## config.mk

```make
export PLATFORM = sky130hd
export DESIGN_NAME = fifo_wr_arbiter
export DESIGN_NICKNAME = d
export VERILOG_FILES = /design/src/rtl/fifo_arb_pkg.sv /design/src/rtl/rr_picker.sv /design/src/rtl/fifo_wr_arbiter.sv
export SDC_FILE = /design/constraint.sdc
export NUM_CORES = 1
export LEC_CHECK = 0
export BUFFER_PORTS_ARGS = -buffer_cell sky130_fd_sc_hd__buf_4
export CELL_PAD_IN_SITES_DETAIL_PLACEMENT = 1
export CELL_PAD_IN_SITES_GLOBAL_PLACEMENT = 1
export CORE_MARGIN = 8
export CORE_UTILIZATION = 33
export CTS_BUF_LIST = sky130_fd_sc_hd__clkbuf_8
export DETAILED_ROUTE_END_ITERATION = 6
export PLACE_DENSITY_LB_ADDON = 0.1
export SKIP_CTS_REPAIR_TIMING = 1
export SYNTH_ARGS = -nofsm -noshare
export SYNTH_HDL_FRONTEND = slang
export SYNTH_SLANG_ARGS = --single-unit
export TNS_END_PERCENT = 50
```

## constraint.sdc

```tcl
create_clock -name clk -period 2.6 [get_ports clk]
set_input_delay 0.13 -clock clk [delete_from_list [all_inputs] [get_ports clk]]
set_output_delay 0.13 -clock clk [all_outputs]
set_load 0.005 [all_outputs]
```

## src/rtl/fifo_arb_pkg.sv

```systemverilog
// Shared arbiter types and the round-robin search used by the write-port arbiter.
package fifo_arb_pkg;

    typedef enum logic {
        IDLE  = 1'b0,
        BURST = 1'b1
    } arb_state_t;

    localparam int RR_MAX_REQ = 32;
    localparam int RR_IDX_W   = 5;

    // First set bit strictly after `last`, wrapping modulo num_req; -1 when req_vec is empty.
    function automatic int rr_next(input logic [RR_MAX_REQ-1:0] req_vec,
                                   input int                    num_req,
                                   input int                    last);
        int pick;
        int idx;
        pick = -1;
        for (int k = RR_MAX_REQ; k >= 1; k--) begin
            if (k <= num_req) begin
                idx = last + k;
                if (idx >= num_req) begin
                    idx = idx - num_req;
                end
                if (req_vec[idx[RR_IDX_W-1:0]]) begin
                    pick = idx;
                end
            end
        end
        return pick;
    endfunction

endpackage

```

## src/rtl/rr_picker.sv

```systemverilog
// Combinational round-robin search over req starting just after last.
// Zero latency; no flow control of its own.
module rr_picker
    import fifo_arb_pkg::*;
#(
    parameter int NUM_REQ = 4,
    parameter int IDX_W   = $clog2(NUM_REQ)
) (
    input  logic [NUM_REQ-1:0] req,
    input  logic [IDX_W-1:0]   last,
    output logic               found,
    output logic [IDX_W-1:0]   idx
);

    logic [RR_MAX_REQ-1:0] w_req_ext;
    int                    w_pick;

    assign w_req_ext = RR_MAX_REQ'(req);
    assign w_pick    = rr_next(w_req_ext, NUM_REQ, int'(last));
    assign found     = (w_pick >= 0);
    assign idx       = found ? w_pick[IDX_W-1:0] : '0;

endmodule

```

## src/rtl/fifo_wr_arbiter.sv

```systemverilog
// Round-robin owner of the FIFO write port: one arbitration cycle, then up to MAX_BURST words.
// fifo_full stalls the owner with its word held; non-owner requests wait for the next IDLE.
module fifo_wr_arbiter
    import fifo_arb_pkg::*;
#(
    parameter int NUM_REQ    = 4,
    parameter int DATA_WIDTH = 8,
    parameter int MAX_BURST  = 4
) (
    input  logic                          clk,
    input  logic                          rst,
    input  logic [NUM_REQ-1:0]            req,
    input  logic [NUM_REQ*DATA_WIDTH-1:0] req_data,
    input  logic                          fifo_full,
    output logic [NUM_REQ-1:0]            gnt,
    output logic                          fifo_wr_en,
    output logic [DATA_WIDTH-1:0]         fifo_data,
    output logic [$clog2(NUM_REQ)-1:0]    owner,
    output logic                          busy
);

    localparam int               IDX_W     = $clog2(NUM_REQ);
    localparam int               CNT_W     = $clog2(MAX_BURST + 1);
    localparam logic [CNT_W-1:0] LAST_BEAT = CNT_W'(MAX_BURST - 1);

    arb_state_t       r_state;
    logic [IDX_W-1:0] r_owner;
    logic [IDX_W-1:0] r_last;
    logic [CNT_W-1:0] r_cnt;

    logic             w_found;
    logic [IDX_W-1:0] w_idx;
    logic             w_accept;

    rr_picker #(
        .NUM_REQ (NUM_REQ),
        .IDX_W   (IDX_W)
    ) u_picker (
        .req   (req),
        .last  (r_last),
        .found (w_found),
        .idx   (w_idx)
    );

    // A reset cycle must not let the pending word slip into the FIFO.
    assign w_accept   = (r_state == BURST) && req[r_owner] && !fifo_full && !rst;
    assign fifo_wr_en = w_accept;
    assign gnt        = w_accept ? (NUM_REQ'(1) << r_owner) : '0;
    assign fifo_data  = w_accept ? req_data[r_owner*DATA_WIDTH +: DATA_WIDTH] : '0;
    assign owner      = r_owner;
    assign busy       = (r_state == BURST);

    always_ff @(posedge clk) begin
        if (rst) begin
            r_state <= IDLE;
            r_owner <= '0;
            r_last  <= IDX_W'(NUM_REQ - 1);
            r_cnt   <= '0;
        end else begin
            case (r_state)
                IDLE: begin
                    if (w_found) begin
                        r_owner <= w_idx;
                        r_cnt   <= '0;
                        r_state <= BURST;
                    end
                end
                BURST: begin
                    if (!req[r_owner]) begin
                        r_state <= IDLE;
                        r_last  <= r_owner;
                    end else if (!fifo_full) begin
                        r_cnt <= r_cnt + 1'b1;
                        if (r_cnt == LAST_BEAT) begin
                            r_state <= IDLE;
                            r_last  <= r_owner;
                        end
                    end
                end
                default: r_state <= IDLE;
            endcase
        end
    end

endmodule

```

Word-level counts from Yosys, hierarchy flattened
Cells that the tools add are included.
{"block": "classes", "addsub": 9, "order_cmp": 10, "eq_ne": 6, "shifts": 2, "mux": 32, "bitwise": 1, "reduce_logical": 8}
{"cell": "$mux 32", "n": 8}
{"cell": "$ge 32x4->1 const B", "n": 4}
{"cell": "$sub 32x4->32 const B", "n": 4}
{"cell": "$ge 32x1->1 const B", "n": 1}
{"cell": "$shiftx 32x6->8", "n": 1}
{"cell": "$lt 5x6->1 const B", "n": 4}
{"cell": "$bmux 1 s5", "n": 4}
{"cell": "$mux 1", "n": 9}
{"cell": "$mux 3", "n": 3}
{"cell": "$mux 8", "n": 1}
{"cell": "$add 2x2->3 const B", "n": 2}
{"cell": "$mux 2", "n": 3}
{"cell": "$ne 2x1->1 const B", "n": 3}
{"cell": "$pmux 3 s2", "n": 1}
{"cell": "$reduce_and 3->1", "n": 2}
{"cell": "$add 2x3->4 const B", "n": 1}
{"cell": "$mux 4", "n": 1}
{"cell": "$ne 2x2->1 const B", "n": 2}
{"cell": "$shl 1x2->4 const A", "n": 1}
{"cell": "$add 2x1->3 const B", "n": 1}
{"cell": "$add 3x1->3 const B", "n": 1}
{"cell": "$eq 3x2->1 const B", "n": 1}
{"cell": "$logic_and 1x1->1", "n": 3}
{"cell": "$lt 2x3->1 const B", "n": 1}
{"cell": "5 further kinds", "n": 6}
{"block": "totals", "register_bits": 8, "inputBits": 39, "out_inout_bits": 16, "wordCells": 72}

Longest topological paths before layout
{"block": "depth", "ltp_word": 12, "depth_mapped": 8}

Hierarchy
Synthesis repeated with hierarchy kept, for this count alone.
{"block": "unflattened", "cells_unflattened": 106, "area_unflattened_um2": 1079.8}
{"mod": "fifo_wr_arbiter", "instances": 1, "cells_each": 68, "area_each_um2": 739.5, "seq_area_each_um2": 160.2}
{"mod": "rr_picker", "instances": 1, "cells_each": 38, "area_each_um2": 340.3, "seq_area_each_um2": 0.0}

Least setup slack after synthesis
Ideal clock, no wire load.
{"block": "synth_timing", "kind": "register to register", "from": "reg r_last[0]", "to": "reg r_owner[0], in the netlist owner[0]", "setup_ns": 0.083, "arrival_time_ns": 2.044, "required_time_ns": 2.517, "setup_slack_ns": 0.473, "path_stages_with_launch": 9, "cell_sequence": "dfxtp_1 -> buf_6 -> inv_1 -> ha_1 -> mux2_2 -> a22oi_4 -> o21ai_2 -> mux2_4 -> o31ai_4"}
{"block": "synth_between", "elab_chain_cells": 11, "word_cells_on_any_way": 30}
{"item": "from (decl)", "line": "fifo_wr_arbiter.sv:28", "text": "logic [IDX_W-1:0] r_last;"}
{"item": "from (signal assigned)", "line": "fifo_wr_arbiter.sv:57", "text": "r_last <= IDX_W'(NUM_REQ - 1);"}
{"item": "from (signal assigned)", "line": "fifo_wr_arbiter.sv:71", "text": "r_last <= r_owner;"}
{"item": "from (signal assigned)", "line": "fifo_wr_arbiter.sv:76", "text": "r_last <= r_owner;"}
{"item": "$add 2x3->4", "line": "fifo_arb_pkg.sv:21", "text": "idx = last + k;"}
{"item": "$sub 32x4->32 or $ge 32x4->1 (tied branches)", "line": "fifo_arb_pkg.sv:23, fifo_arb_pkg.sv:22"}
{"item": "$mux 32", "line": "fifo_arb_pkg.sv:22", "text": "if (idx >= num_req) begin"}
{"item": "$bmux 1 s5", "line": "fifo_arb_pkg.sv:25", "text": "if (req_vec[idx[RR_IDX_W-1:0]]) begin"}
{"item": "$mux 1 (implied by the code)", "line": "fifo_arb_pkg.sv:25"}
{"item": "$mux 32 (3 in series)", "line": "fifo_arb_pkg.sv:25"}
{"item": "$mux 32 *", "line": "fifo_arb_pkg.sv:25"}
{"item": "$ge 32x1->1", "line": "rr_picker.sv:20", "text": "assign found = (w_pick >= 0);"}
{"item": "$reduce_and 2->1 (no line)"}
{"item": "to (signal assigned)", "line": "fifo_wr_arbiter.sv:63", "text": "r_owner <= w_idx;"}
{"item": "to (decl)", "line": "fifo_wr_arbiter.sv:27", "text": "logic [IDX_W-1:0] r_owner;"}
Mark *: on every way between the ends. The rest lies on a longest branch, timed or not. The select of a mux whose other input is x is not followed.
A chain may end at the register's enable or synchronous reset.

Final worst setup path
{"block": "layout_timing", "from": "reg r_last[1]", "to": "reg r_owner[1], in the netlist owner[1]"}
The elaborated chain is that of the path after synthesis.

==> run_results.csv <==
group,metric,value,unit
status,status,"finished clean",
setup_path,cp.arrival,2350,ps
setup_path,required,2740,ps
logic_synthesis,seq_area_frac_synth,16.0,%
logic_synthesis,synth_nets,147,
finish,syn_to_final_growth,47.4,%
floorplanning,die_w,71.1,µm
finish,diodes,0,
place,io_buffers,54,
run,cap_violations,0,
global_route,grt.overflow.total,0,
pwr,p_per_area,617,nW/µm²
setup_path,cp_slowest_cell,"dfxtp_1",
setup_path,path_cells,"inv_1, ha_1, mux2_2, a22oi_4, a31o_4, a31oi_1, a221oi_2",
logic_synthesis,yosysWarnings,0,
timing,min_period,2210,ps
logic_synthesis,synth-seq-cells,8,
floorplanning,initial_core_util,33.7,%
timing,relSlewSlack,71.4,%
global_route,grt_use_total,12.9,%
logic_synthesis,synth_edf_count,0,
routing,wire_per_inst,17.0,µm
pwr,irDropWorstVdd,0.000376,V
timing,finalSetupViolCount,0,
routing,antenna_left,0,
logic_synthesis,synth_fa_ha_area_share,8.74,%
clock_tree,clock-root-buffer,"clkbuf_8",
setup_path,critPathLaunchType,"flip-flop",
global_route,grt_max_degree,16,
floorplanning,die-area,5060,µm²
routing,drtPass1Iterations,4,
pwr,p_leak,0.000725,µW
routing,vias,1006,
timing,fin_skew,3.00,ps
clock_tree,cts.htree.levels,1,
timing,period_share,84.9,%
setup_path,path_class,"reg2reg",
logic_synthesis,synth_compound_area_share,20.0,%
logic_synthesis,synthMuxAreaShare,30.5,%
logic_synthesis,synth-xor-area-share,0,%
global_route,antenna_found_initial,0,
finish,final_nets,203,
timing,fmax,453,MHz
logic_synthesis,synthesis.instances,101,
timing,setup-tns-final,0,ps
floorplanning,core,2980,µm²
logic_synthesis,synth_top_family_by_area,"multiplexers",
logic_synthesis,yosys.area_share.simple,19.1,%
timing,hold_viol,0,
global_route,grt_pass1_vias,1102,
finish,fillerInstances,360,
routing,viasPerCell,5.35,
timing,setup_slack,391,ps
floorplanning,num_rows,20,
setup_path,critical_path.max_stage_delay,430,ps
hold_path,hp-class,"in2reg",
clock_tree,clkTransAtPathRegs,40,ps
finish,drive_above_1_share,53.5,%
logic_synthesis,synth_area_per_cell,9.92,µm²
floorplanning,io_pins,55,
routing,route.detailed.drc,0,
routing,routed_wl,3.20,mm
logic_synthesis,synth_ff_type,"dfxtp_1",
timing,tightest_slew,428,ps
setup_path,path_buf_inv,1,
timing,final-max-slew-violation-count,0,
routing,drt_iter0_drc,26,
floorplanning,die_y,71.1,µm
clock_tree,cts.path.max_buffers,2,
clock_tree,numCtsBuffers,3,
logic_synthesis,synth.distinct_cells,39,
setup_path,end_kind,"flip-flop",
logic_synthesis,syn_area,1000,µm²
clock_tree,clk_latency,230,ps
finish,fin_util,49.6,%
place,routabilityCongestion,0.868,
clock_tree,clkSinkCount,8,
finish,seq_area,160,µm²
global_route,grt_first_pass_wirelength,5.20,mm
finish,multiInputGateArea,785,µm²
place,dpl.hpwl,2.70,mm
place,dp_slack,393,ps
logic_synthesis,async_flop_share,0,%
pwr,totalPowerFinal,911,µW
timing,rsz0062_at_grt,"no",
clock_tree,cts_tree,"yes",
setup_path,crit_family,"compound AO/OA/AOI/OAI gates",
setup_path,cp_max_fo,8,
[cell families (layout without fill, tap and decap cells)]
family                   after synthesis  count (layout)
AND/OR/NAND/NOR                       34              34
AO/OA/AOI/OAI                         23              23
multiplexers                          17              17
buffers and inverters                 12              66
flip-flops                             8               8
adder cells (fa/ha/maj)                7               7
[final timing paths]
check	slack, ps	end	cells after the start	startpoint
max reg2reg	390	owner[1]$_SDFFE_PP0P_	7	r_last[1]$_SDFFE_PP1P_
min	170	r_cnt[1]$_SDFFE_PP0P_	2	rst
max	390	owner[1]$_SDFFE_PP0P_	7	r_last[1]$_SDFFE_PP1P_
min reg2reg	480	r_cnt[1]$_SDFFE_PP0P_	2	r_cnt[1]$_SDFFE_PP0P_
[state kept, by name, summed over array words and instances, names as in the netlist]
register,flops
r_last,2
owner,2
r_cnt,3
busy,1
[worst register-to-register path, stage by stage, from the launching register on]
cell	delay [ps]
dfxtp_1	430
inv_1	120
ha_1	400
mux2_2	380
a22oi_4	220
a31o_4	240
a31oi_1	70
a221oi_2	250
[metal layers]
layer / vias to the layer above / share of wire [%] / track usage, %
met4: 0 / 0.22 / 2.77
met1: 475 / 44 / 13.8
li1: 489 / - / -
met2: 40 / 50 / 23.7
met3: 2 / 6.0 / 4.24
met5: - / 0 / 0
[cell type report]
cell class | count | share of cell area [%]
multi-input cells | 81 | 53.1
repair buffers | 57 | 29.0
flip-flops and latches | 8 | 10.8
clock buffers | 3 | 2.79
well taps | 33 | 2.79
inverters | 6 | 1.52
[Yosys cell counts, types with 3 or more instances]
library cell | count | area [µm²]
and2_1 | 8 | 50.1
mux2_2 | 4 | 45.0
inv_1 | 5 | 18.8
ha_1 | 7 | 87.6
dfxtp_1 | 8 | 160
nor3_1 | 3 | 15.0
mux4_2 | 10 | 225
nand3_1 | 3 | 15.0
o21ai_0 | 3 | 15.0
nor2_1 | 8 | 30.0
a21oi_1 | 6 | 30.0
[per-stage QoR]
step / cells / cell area, µm² / hold slack (ps)
6_report: 188 / 1480 / 166
5_1_grt: 188 / 1480 / 183
4_1_cts: 188 / 1480 / 160
3_5_place_dp: 185 / 1440 / 404
3_3_place_gp: 185 / 1440 / 400
2_1_floorplan: 101 / 1000 / 421
[placed cells by master, fill, tap and decap left out, drive strengths merged]
cell and n:
nand2b 3, a31o 1, nand3b 2, a22oi 1, mux4 10, nor2b 1, dfxtp 8, nor3 3
and2 8, buf 57, a221oi 1, or2 2, nor2 8, o31ai 1, or3 1, o211a 1
inv 6, ha 7, a21o 1, a31oi 2, mux2i 2, clkbuf 3, a211o 2, a21oi 6
o21ai 4, a22o 1, and3 2, a21boi 2, mux2 5, nand2 1, nand3 3
[power breakdown]
group          total [µW]  switching (µW)  internal [µW]
Clock                 146            45.8            100
Sequential            170            22.9            147
Combinational         595             275            320
Total                 911             344            567
No activity file was read; power rests on OpenSTA's default activity.
